File: src/rtl/e203_exu_flush_arb.sv
`timescale 1ns/1ps
`default_nettype none
// -----------------------------------------------------------------------------
// e203_exu_flush_arb : locked priority flush arbiter with BHT writeback queue
// Rev 1.0
// -----------------------------------------------------------------------------
module e203_exu_flush_arb #(
  parameter int CH_NUM   = 3,
  parameter int PC_SIZE  = 32,
  parameter int BQ_DEPTH = 4,
  parameter int CNT_W    = 16
) (
  input  logic                      clk,
  input  logic                      rst,
  input  logic [CH_NUM-1:0]         cmt_flush_req,
  input  logic [CH_NUM*PC_SIZE-1:0] cmt_flush_add_op1,
  input  logic [CH_NUM*PC_SIZE-1:0] cmt_flush_add_op2,
  output logic [CH_NUM-1:0]         cmt_flush_ack,
  output logic                      pipe_flush_req,
  output logic [PC_SIZE-1:0]        pipe_flush_add_op1,
  output logic [PC_SIZE-1:0]        pipe_flush_add_op2,
  input  logic                      pipe_flush_ack,
  output logic                      flush_pulse,
  output logic [CNT_W-1:0]          flush_cnt,
  input  logic                      bjp_wb_valid,
  input  logic [PC_SIZE-1:0]        bjp_wb_pc,
  input  logic                      bjp_wb_prdt,
  input  logic                      bjp_wb_rslv,
  output logic                      bht_wb_valid,
  input  logic                      bht_wb_ready,
  output logic [PC_SIZE-1:0]        bht_wb_pc,
  output logic                      bht_wb_taken,
  output logic                      bht_wb_mis,
  output logic                      bq_drop
);

  localparam int GW = (CH_NUM > 1) ? $clog2(CH_NUM) : 1;
  localparam int AW = $clog2(BQ_DEPTH);

  localparam logic [0:0] S_IDLE = 1'b0;
  localparam logic [0:0] S_HOLD = 1'b1;

  logic [0:0]         state;
  logic [0:0]         state_nxt;
  logic [GW-1:0]      gnt_idx;
  logic [GW-1:0]      gnt_idx_nxt;
  logic [GW-1:0]      prio_idx;
  logic [GW-1:0]      sel_idx;
  logic               any_req;
  logic               handshake;
  logic [PC_SIZE-1:0] op1_arr [CH_NUM];
  logic [PC_SIZE-1:0] op2_arr [CH_NUM];

  generate
    for (genvar i = 0; i < CH_NUM; i++) begin : g_unpack
      assign op1_arr[i] = cmt_flush_add_op1[i*PC_SIZE +: PC_SIZE];
      assign op2_arr[i] = cmt_flush_add_op2[i*PC_SIZE +: PC_SIZE];
    end
  endgenerate

  assign any_req = |cmt_flush_req;

  // Lowest requesting index wins; channel 0 is the most urgent.
  always_comb begin
    prio_idx = '0;
    for (int i = CH_NUM - 1; i >= 0; i--) begin
      if (cmt_flush_req[i]) begin
        prio_idx = GW'(i);
      end
    end
  end

  always_ff @(posedge clk or posedge rst) begin
    if (rst) begin
      state   <= S_IDLE;
      gnt_idx <= '0;
    end else begin
      state   <= state_nxt;
      gnt_idx <= gnt_idx_nxt;
    end
  end

  always_comb begin
    state_nxt   = state;
    gnt_idx_nxt = gnt_idx;
    case (state)
      S_IDLE: begin
        if (any_req && !pipe_flush_ack) begin
          state_nxt   = S_HOLD;
          gnt_idx_nxt = prio_idx;
        end
      end
      S_HOLD: begin
        // Leave on completion, or when the locked requester withdraws.
        if (!cmt_flush_req[gnt_idx] || pipe_flush_ack) begin
          state_nxt = S_IDLE;
        end
      end
      default: state_nxt = S_IDLE;
    endcase
  end

  always_comb begin
    sel_idx            = (state == S_HOLD) ? gnt_idx : prio_idx;
    pipe_flush_req     = (state == S_HOLD) ? cmt_flush_req[gnt_idx] : any_req;
    pipe_flush_add_op1 = op1_arr[sel_idx];
    pipe_flush_add_op2 = op2_arr[sel_idx];
    handshake          = pipe_flush_req & pipe_flush_ack;
    flush_pulse        = handshake;
    cmt_flush_ack      = '0;
    for (int i = 0; i < CH_NUM; i++) begin
      cmt_flush_ack[i] = handshake && (sel_idx == GW'(i));
    end
  end

  always_ff @(posedge clk or posedge rst) begin
    if (rst) begin
      flush_cnt <= '0;
    end else if (flush_pulse) begin
      flush_cnt <= flush_cnt + CNT_W'(1);
    end
  end

  // Branch writeback queue: pointers carry an extra wrap bit to tell full from empty.
  logic [AW:0]         wptr;
  logic [AW:0]         rptr;
  logic [PC_SIZE-1:0]  pc_mem [BQ_DEPTH];
  logic [BQ_DEPTH-1:0] taken_mem;
  logic [BQ_DEPTH-1:0] mis_mem;
  logic                bq_empty;
  logic                bq_full;
  logic                bq_push;
  logic                bq_pop;

  assign bq_empty = (wptr == rptr);
  assign bq_full  = (wptr[AW] != rptr[AW]) && (wptr[AW-1:0] == rptr[AW-1:0]);
  assign bq_pop   = !bq_empty && bht_wb_ready;
  assign bq_push  = bjp_wb_valid && (!bq_full || bq_pop);
  assign bq_drop  = bjp_wb_valid && bq_full && !bq_pop;

  always_ff @(posedge clk or posedge rst) begin
    if (rst) begin
      wptr <= '0;
      rptr <= '0;
    end else begin
      if (bq_push) begin
        wptr <= wptr + (AW+1)'(1);
      end
      if (bq_pop) begin
        rptr <= rptr + (AW+1)'(1);
      end
    end
  end

  always_ff @(posedge clk) begin
    if (bq_push) begin
      pc_mem[wptr[AW-1:0]]    <= bjp_wb_pc;
      taken_mem[wptr[AW-1:0]] <= bjp_wb_rslv;
      mis_mem[wptr[AW-1:0]]   <= bjp_wb_prdt ^ bjp_wb_rslv;
    end
  end

  assign bht_wb_valid = !bq_empty;
  assign bht_wb_pc    = pc_mem[rptr[AW-1:0]];
  assign bht_wb_taken = taken_mem[rptr[AW-1:0]];
  assign bht_wb_mis   = mis_mem[rptr[AW-1:0]];

endmodule
`default_nettype wire

File: config.mk
export PLATFORM = sky130hd
export DESIGN_NAME = e203_exu_flush_arb
export DESIGN_NICKNAME = d
export VERILOG_FILES = /design/src/rtl/e203_exu_flush_arb.sv
export SDC_FILE = /design/constraint.sdc
export NUM_CORES = 1
export LEC_CHECK = 0
export ABC_AREA = 0
export BUFFER_PORTS_ARGS = -buffer_cell sky130_fd_sc_hd__clkbuf_2
export CORE_MARGIN = 10
export CORE_UTILIZATION = 51
export DETAILED_ROUTE_END_ITERATION = 6
export GPL_TIMING_DRIVEN = 0
export PLACE_DENSITY = 0.86
export SLEW_MARGIN = 15
export SYNTH_ARGS = -nofsm -noshare
export SYNTH_HDL_FRONTEND = slang
export SYNTH_SLANG_ARGS = --single-unit
export TNS_END_PERCENT = 100
File: constraint.sdc
create_clock -name clk -period 7.48 [get_ports clk]
set_input_delay 1.496 -clock clk [delete_from_list [all_inputs] [get_ports clk]]
set_output_delay 1.496 -clock clk [all_outputs]
set_load 0.02 [all_outputs]
==> results.md, run 1 <==
* Area Overhead vs Synth at 35.26%
* Unrepaired setup endpoints after global routing: no
* Crit end category: output pin
* Data required time of the worst path at 5.98 ns
* CTS-repair resized insts at 0
* Multiplexer share of the synthesized area at between 10% and 20%
* Period utilization at a little under two thirds
* Hold Buf Count CTS at 0
* Fmax achieved at roughly 0.21 GHz
* Post-Route Skew at roughly 0.013 ns
* Met2 routed WL at between 10,000 and 15,000 microns
* Final setup viols at 0
* VDD IR max at about 0.18 mV
* IO buf count at 354
* Worst-path clk slew at 0.07 ns
* Yosys reg bits at between 150 and 200
* Die H at between 100 and 150 microns
* Crit path from: cmt_flush_req[2]
* Commonest cells after routing, fill and taps aside: clkbuf_2 (354), edfxtp_1 (136), mux2i_1 (64), o2bb2ai_1 (64), mux4_2 (34)
* Post-Synth XOR/XNOR Area at 2.509%
* Row cnt at 44
* Fin Hold WS at 0.4984 ns
* Layout cells sized above 1 at between 50% and 60%
* Adder-Cell Fraction of Synth Area at 0.9777%
* Vias in the first global route at ~6,200
* 1st-iter DRT viols at around 430
* Grt ovf at 0
* Post-synthesis simple-gate area fraction at 4.677%
* CP Capture Point: pipe_flush_add_op2[19]
* Final slew viol count at 0
* Pin count of the biggest net entering global routing at 29
* GP Congestion at ~0.97
* TritonCTS sink count at between 150 and 200
* Power per Cell Area at between 300 and 400 nW/um^2
* Hpwl dp at around 23,000 microns
* CP Launch Type: primary input
* GRT Util Overall at a little over a quarter
* R2R Setup Slk at about 5.2 ns
* Post-DR wirelength/cell at ~27 microns
* Post-Syn Area at approximately 7700 sq um
* Post-synth EDFFs at 136
* Core Region at 14,640 sq um
* Worst slew pin tran at 0.9971 ns
* First-pass GRT wire length at a little over 40,000 microns
* Pleak at approximately 4.7 nW
* Vias per cell at ~5.7
* Kind of critical path: primary input to output pin
* IO Count at around 360
* Final net count at between 1,000 and 1,500
* RR Endpoint: pc_mem[1][29]
* Met3 wire len at around 2800 microns
* Die ar. at slightly above 20,000 sq um
* Initial Util at 52.44%
* DR top layer: met5
* CTS Buffer Depth at 2
* Cts bufs inserted at 17
* Max Cap Viol at 0
* H-tree depth at 4
* TritonCTS clock tree: built
* Die Wd at 142.7 microns
* Synth Instances at between 400 and 500
* Initial antenna violation count at 2
* Largest family of logic cells by synthesized area: multiplexers
* Synth Area per Inst at approximately 17 sq um
* Post-layout min period at between 4 and 5 ns
* Sequential cell area fraction in the yosys report at between 60% and 70%
* Crit-path max FO at 10
* Antenna viol nets, final at 0
* Slew margin rel. at approximately 33%
* Drt first pass iters at 5
* Post-synth ARST share at 15.53%
* Synth cell types at between 40 and 50
* Reg2Reg Depth at 4
* Root buffer cell: clkbuf_16
* Met1 wire length at around 9900 microns
* Synth Area in Compound Gates at approximately 9%
* Yosys warning count at 0
* Post-route DRC violation count at 0
* RR Startpoint: wptr[2]
* Drt total wl at 27,860 microns
* N_diodes at 0
* Syn Nets at about 700
* Via count at just under 6,000
* Status: complete, no violations
* Hold WC Path Type: flop to flop
* Post-CTS Setup Inserts at 0
* Most used flip-flop cell after synthesis: edfxtp_1
* Total negative slack at 0 ns
* Hold Fails Final Rpt at 0
* Worst skew pair latency at between 0.4 and 0.5 ns
* Critical Path AT at roughly 3.3 ns
* Most common cell after layout, fill and taps aside: clkbuf_2
worst min-delay path by stage:
stage,cells after the start,startpoint,endpoint
global placement,1,flush_cnt[15],flush_cnt[15]
floorplan,1,wptr[2],wptr[2]
finish,1,flush_cnt[4],flush_cnt[4]
detailed placement,1,flush_cnt[10],flush_cnt[10]
CTS,1,flush_cnt[4],flush_cnt[4]
global route,1,flush_cnt[6],flush_cnt[6]
registers in the layout (all words and copies together) (netlist names):
register	cells
pc_mem	128
flush_cnt	16
mis_mem	4
taken_mem	4
rptr	3
wptr	3
gnt_idx	2
state	1
metal layers:
layer | GRT usage, % | vias up
met5 | 0 | -
met1 | 30.79 | 2881
met3 | 10.85 | 44
met4 | 9.446 | 2
li1 | - | 2651
met2 | 45.40 | 315
layout make-up:
class / instances / area (sq um)
flip-flops and latches: 161 / 4710
fillers: 1006 / 4258
multi-input cells: 263 / 2768
repair buffers: 358 / 1867
clock buffers: 17 / 425.4
well taps: 184 / 230.2
plain buffers: 31 / 190.2
clock inverters: 15 / 162.7
inverters: 9 / 33.78
Yosys cell counts (2+ instances only):
| cell | n | area share (%) |
|---|---|---|
| nand4_1 | 3 | 0.24 |
| nand2_1 | 11 | 0.54 |
| edfxtp_1 | 136 | 53 |
| clkbuf_1 | 6 | 0.29 |
| o31ai_1 | 2 | 0.20 |
| and4_1 | 2 | 0.23 |
| nand3_1 | 12 | 0.78 |
| buf_4 | 2 | 0.20 |
| buf_2 | 17 | 1.1 |
| nor2b_1 | 5 | 0.41 |
| o2bb2ai_1 | 64 | 7.3 |
| inv_1 | 9 | 0.44 |
| nor2_1 | 6 | 0.29 |
| xnor2_1 | 21 | 2.4 |
| mux4_2 | 34 | 10 |
| and3_1 | 4 | 0.33 |
| mux2_2 | 2 | 0.29 |
| dfrtp_1 | 25 | 8.1 |
| nor3_1 | 2 | 0.13 |
| mux2i_1 | 64 | 8.3 |
| o21ai_0 | 3 | 0.20 |
| ha_1 | 6 | 0.98 |
| buf_6 | 6 | 0.88 |
| and2_1 | 3 | 0.24 |
stage by stage:
stage	area [sq um]	worst slack (ns)	utilization, %	power, W	instances
finish	10390	2.723	70.92	0.003606	1038
detailed placement	9798	2.755	66.91	0.002781	1006
CTS	10390	2.754	70.92	0.003631	1038
global placement	9681	2.762	66.11	0.002707	1002
global route	10390	2.575	70.92	0.003761	1038
floorplan	7679	3.265	-	0.002210	464
power by group:
| group | switching [W] | internal (W) |
|---|---|---|
| Sequential | 0.0000839 | 0.00118 |
| Combinational | 0.000919 | 0.000580 |
| Clock | 0.000391 | 0.000449 |
| Total | 0.00139 | 0.00221 |
cells by family after synthesis:
family | Yosys count
flip-flops | 161
adder cells (fa/ha/maj) | 6
XOR/XNOR | 22
buffers and inverters | 40
multiplexers | 101
AND/OR/NAND/NOR | 58
AO/OA/AOI/OAI | 76
critical path, stage by stage:
cell	delay, ns
clkbuf_2	0.13
nor4b_2	0.17
a21oi_2	0.16
buf_4	0.25
buf_6	0.23
mux2i_1	0.51
o2bb2ai_1	0.14
clkbuf_2	0.18
Power figures use the tool's default switching activity.
==> inputs of run 2 (changes only) <==
--- a/config.mk
+++ b/config.mk
@@ -8,10 +8,10 @@
 export ABC_AREA = 0
 export BUFFER_PORTS_ARGS = -buffer_cell sky130_fd_sc_hd__clkbuf_2
 export CORE_MARGIN = 10
-export CORE_UTILIZATION = 51
+export CORE_UTILIZATION = 47
 export DETAILED_ROUTE_END_ITERATION = 6
 export GPL_TIMING_DRIVEN = 0
-export PLACE_DENSITY = 0.86
+export PLACE_DENSITY = 0.8
 export SLEW_MARGIN = 15
 export SYNTH_ARGS = -nofsm -noshare
 export SYNTH_HDL_FRONTEND = slang
==> constraint.sdc (replaced) <==
create_clock -name clk -period 4.4 [get_ports clk]
set_input_delay 0.88 -clock clk [delete_from_list [all_inputs] [get_ports clk]]
set_output_delay 0.88 -clock clk [all_outputs]
set_load 0.02 [all_outputs]
==> run 2 against run 1 <==
First-iteration DRC count fell by 22%. Critical path depth did not move. Critical endpoint is now pipe_flush_add_op1[18]. Count of clock-buffer cells in the layout did not move. Sequential power rose by 69%. Die area rose by 7.3%.
==> results.md, run 2 (same netlist as run 1, synthesis figures left out) <==
* Crit path from: cmt_flush_req[0]
* Row cnt at 46
* Total negative slack at 0 ns
* GRT met2 Usage at between 40% and 50%
* TritonCTS sink count at roughly 160
* CP Launch Type: primary input
* Power per Cell Area at roughly 570 nW/um^2
* CTS-repair resized insts at 0
* Initial antenna violation count at 2
* Crit-path max FO at 10
* Most common cell after layout, fill and taps aside: clkbuf_2
* Number of flip-flops in the largest register at 128
* Pleak at 4.622 nW
* Slew margin rel. at roughly a third
* Kind of critical path: primary input to output pin
* Worst slew pin tran at approximately 0.98 ns
* Worst-path clk slew at ~0.060 ns
* Final net count at 1,081
* GRT Util Overall at about 23%
* Crit end category: output pin
* Period utilization at 79.54%
* Vias in the first global route at between 6,000 and 7,000
* Post-route DRC violation count at 0
* Via count at between 5,000 and 6,000
* First-pass GRT wire length at approximately 38,000 microns
* Post-CTS Setup Inserts at 0
* Layout cells sized above 1 at 53.98%
* TritonCTS clock tree: built
* Fmax achieved at between 0.2 and 0.3 GHz
* IO buf count at 354
* Final setup viols at 0
* Unrepaired setup endpoints after global routing: no
* Status: complete, no violations
* Data required time of the worst path at ~3.5 ns
* Core Region at 15,940 sq um
* GR peak layer: met2
* Initial Util at roughly 48%
* Fin Hold WS at around 0.48 ns
* Root buffer cell: clkbuf_16
* Hold Buf Count CTS at 0
* Critical Path AT at about 2.6 ns
* Min-delay src: flush_cnt[15]
* Drt total wl at between 20,000 and 30,000 microns
* Vias per cell at roughly 5.3
* Hold WC Path Type: flop to flop
* RR Startpoint: rptr[0]
* Fillers at 1,151
* Overall Power at 0.005939 W
* Max Cap Viol at 0
* Die ar. at 21,850 sq um
* Post-Route Skew at 0.01029 ns
* Hpwl dp at a little over 20,000 microns
* Area Overhead vs Synth at 35.05%
* Pin count of the biggest net entering global routing at 30
* Post-layout min period at 3.500 ns
* Area taken by multi-input logic gates at roughly 2800 sq um
* Drt first pass iters at 5
* Die H at 147.8 microns
* Commonest cells after routing, fill and taps aside: clkbuf_2 (354), edfxtp_1 (136), mux2i_1 (64), o2bb2ai_1 (64), mux4_2 (34)
* Worst skew pair latency at 0.41 ns
* Final slew viol count at 0
* Antenna viol nets, final at 0
* Die Wd at 147.8 microns
* Cts bufs inserted at 17
* VDD IR max at 0.3194 mV
* Met3 usage at ~8%
* GP Congestion at 0.8734
* Sequential Area at between 4000 and 5000 sq um
* H-tree depth at 4
* Hold Fails Final Rpt at 0
* IO Count at around 360
* GR Layer Usage met1 at 25.91%
* CTS Buffer Depth at 2
* Post-DR wirelength/cell at roughly 24 microns
* 1st-iter DRT viols at roughly 340
* Grt ovf at 0
## run 2: path summary, 6_finish.rpt
path	slack, ns	end	cells past startpoint
hold / removal	0.48	flush_cnt[15]	1
setup reg to reg	2.17	pc_mem[1][26]	6
setup / recovery	0.90	pipe_flush_add_op1[18]	8
max in group asynchronous	3.39	flush_cnt[10]	2
min in group asynchronous	0.55	flush_cnt[2]	2
hold reg to reg	0.48	flush_cnt[15]	1
## run 2: where the power goes
| part | switching [W] | leakage (nW) | total, W | internal, W |
|---|---|---|---|---|
| combinational | 0.00150 | 2.80 | 0.00248 | 0.000980 |
| sequential | 0.000135 | 1.57 | 0.00215 | 0.00201 |
| clock | 0.000588 | 0.255 | 0.00131 | 0.000725 |
## run 2: cell type report
type / count / area share, %
antenna: 1 / 0.02413
tap: 216 / 2.606
buffer: 31 / 1.834
multi-input combinational: 263 / 26.69
clock inverter: 15 / 1.074
inverter: 9 / 0.3258
timing repair buffer: 358 / 17.93
clock buffer: 17 / 4.102
sequential: 161 / 45.42
## run 2: critical path: stages
cell and delay (ns):
clkbuf_2 0.15, nand2b_1 0.18, o21ai_1 0.38, and2_1 0.21, buf_4 0.18, buf_2 0.23, o2bb2ai_1 0.18, clkbuf_2 0.22
## run 2: per-layer routing
metal / up-vias / routed length, microns / share of wire, %
li1: 2636 / - / -
met1: 2729 / 9043 / 35
met2: 288 / 13710 / 54
met3: 30 / 2308 / 9.0
met4: 2 / 452 / 1.8
met5: - / 13 / 0.051
## run 2: metrics by stage
stage / cells / area, sq um / utilization, % / setup WS [ns]
global placement: 1034 / 9721 / 60.97 / 0.3727
CTS: 1070 / 10370 / 65.03 / 0.8479
global route: 1071 / 10370 / 65.04 / 0.7208
finish: 1071 / 10370 / 65.04 / 0.9004
detailed placement: 1038 / 9831 / 61.66 / 0.8603
floorplan: 464 / 7679 / - / 1.417
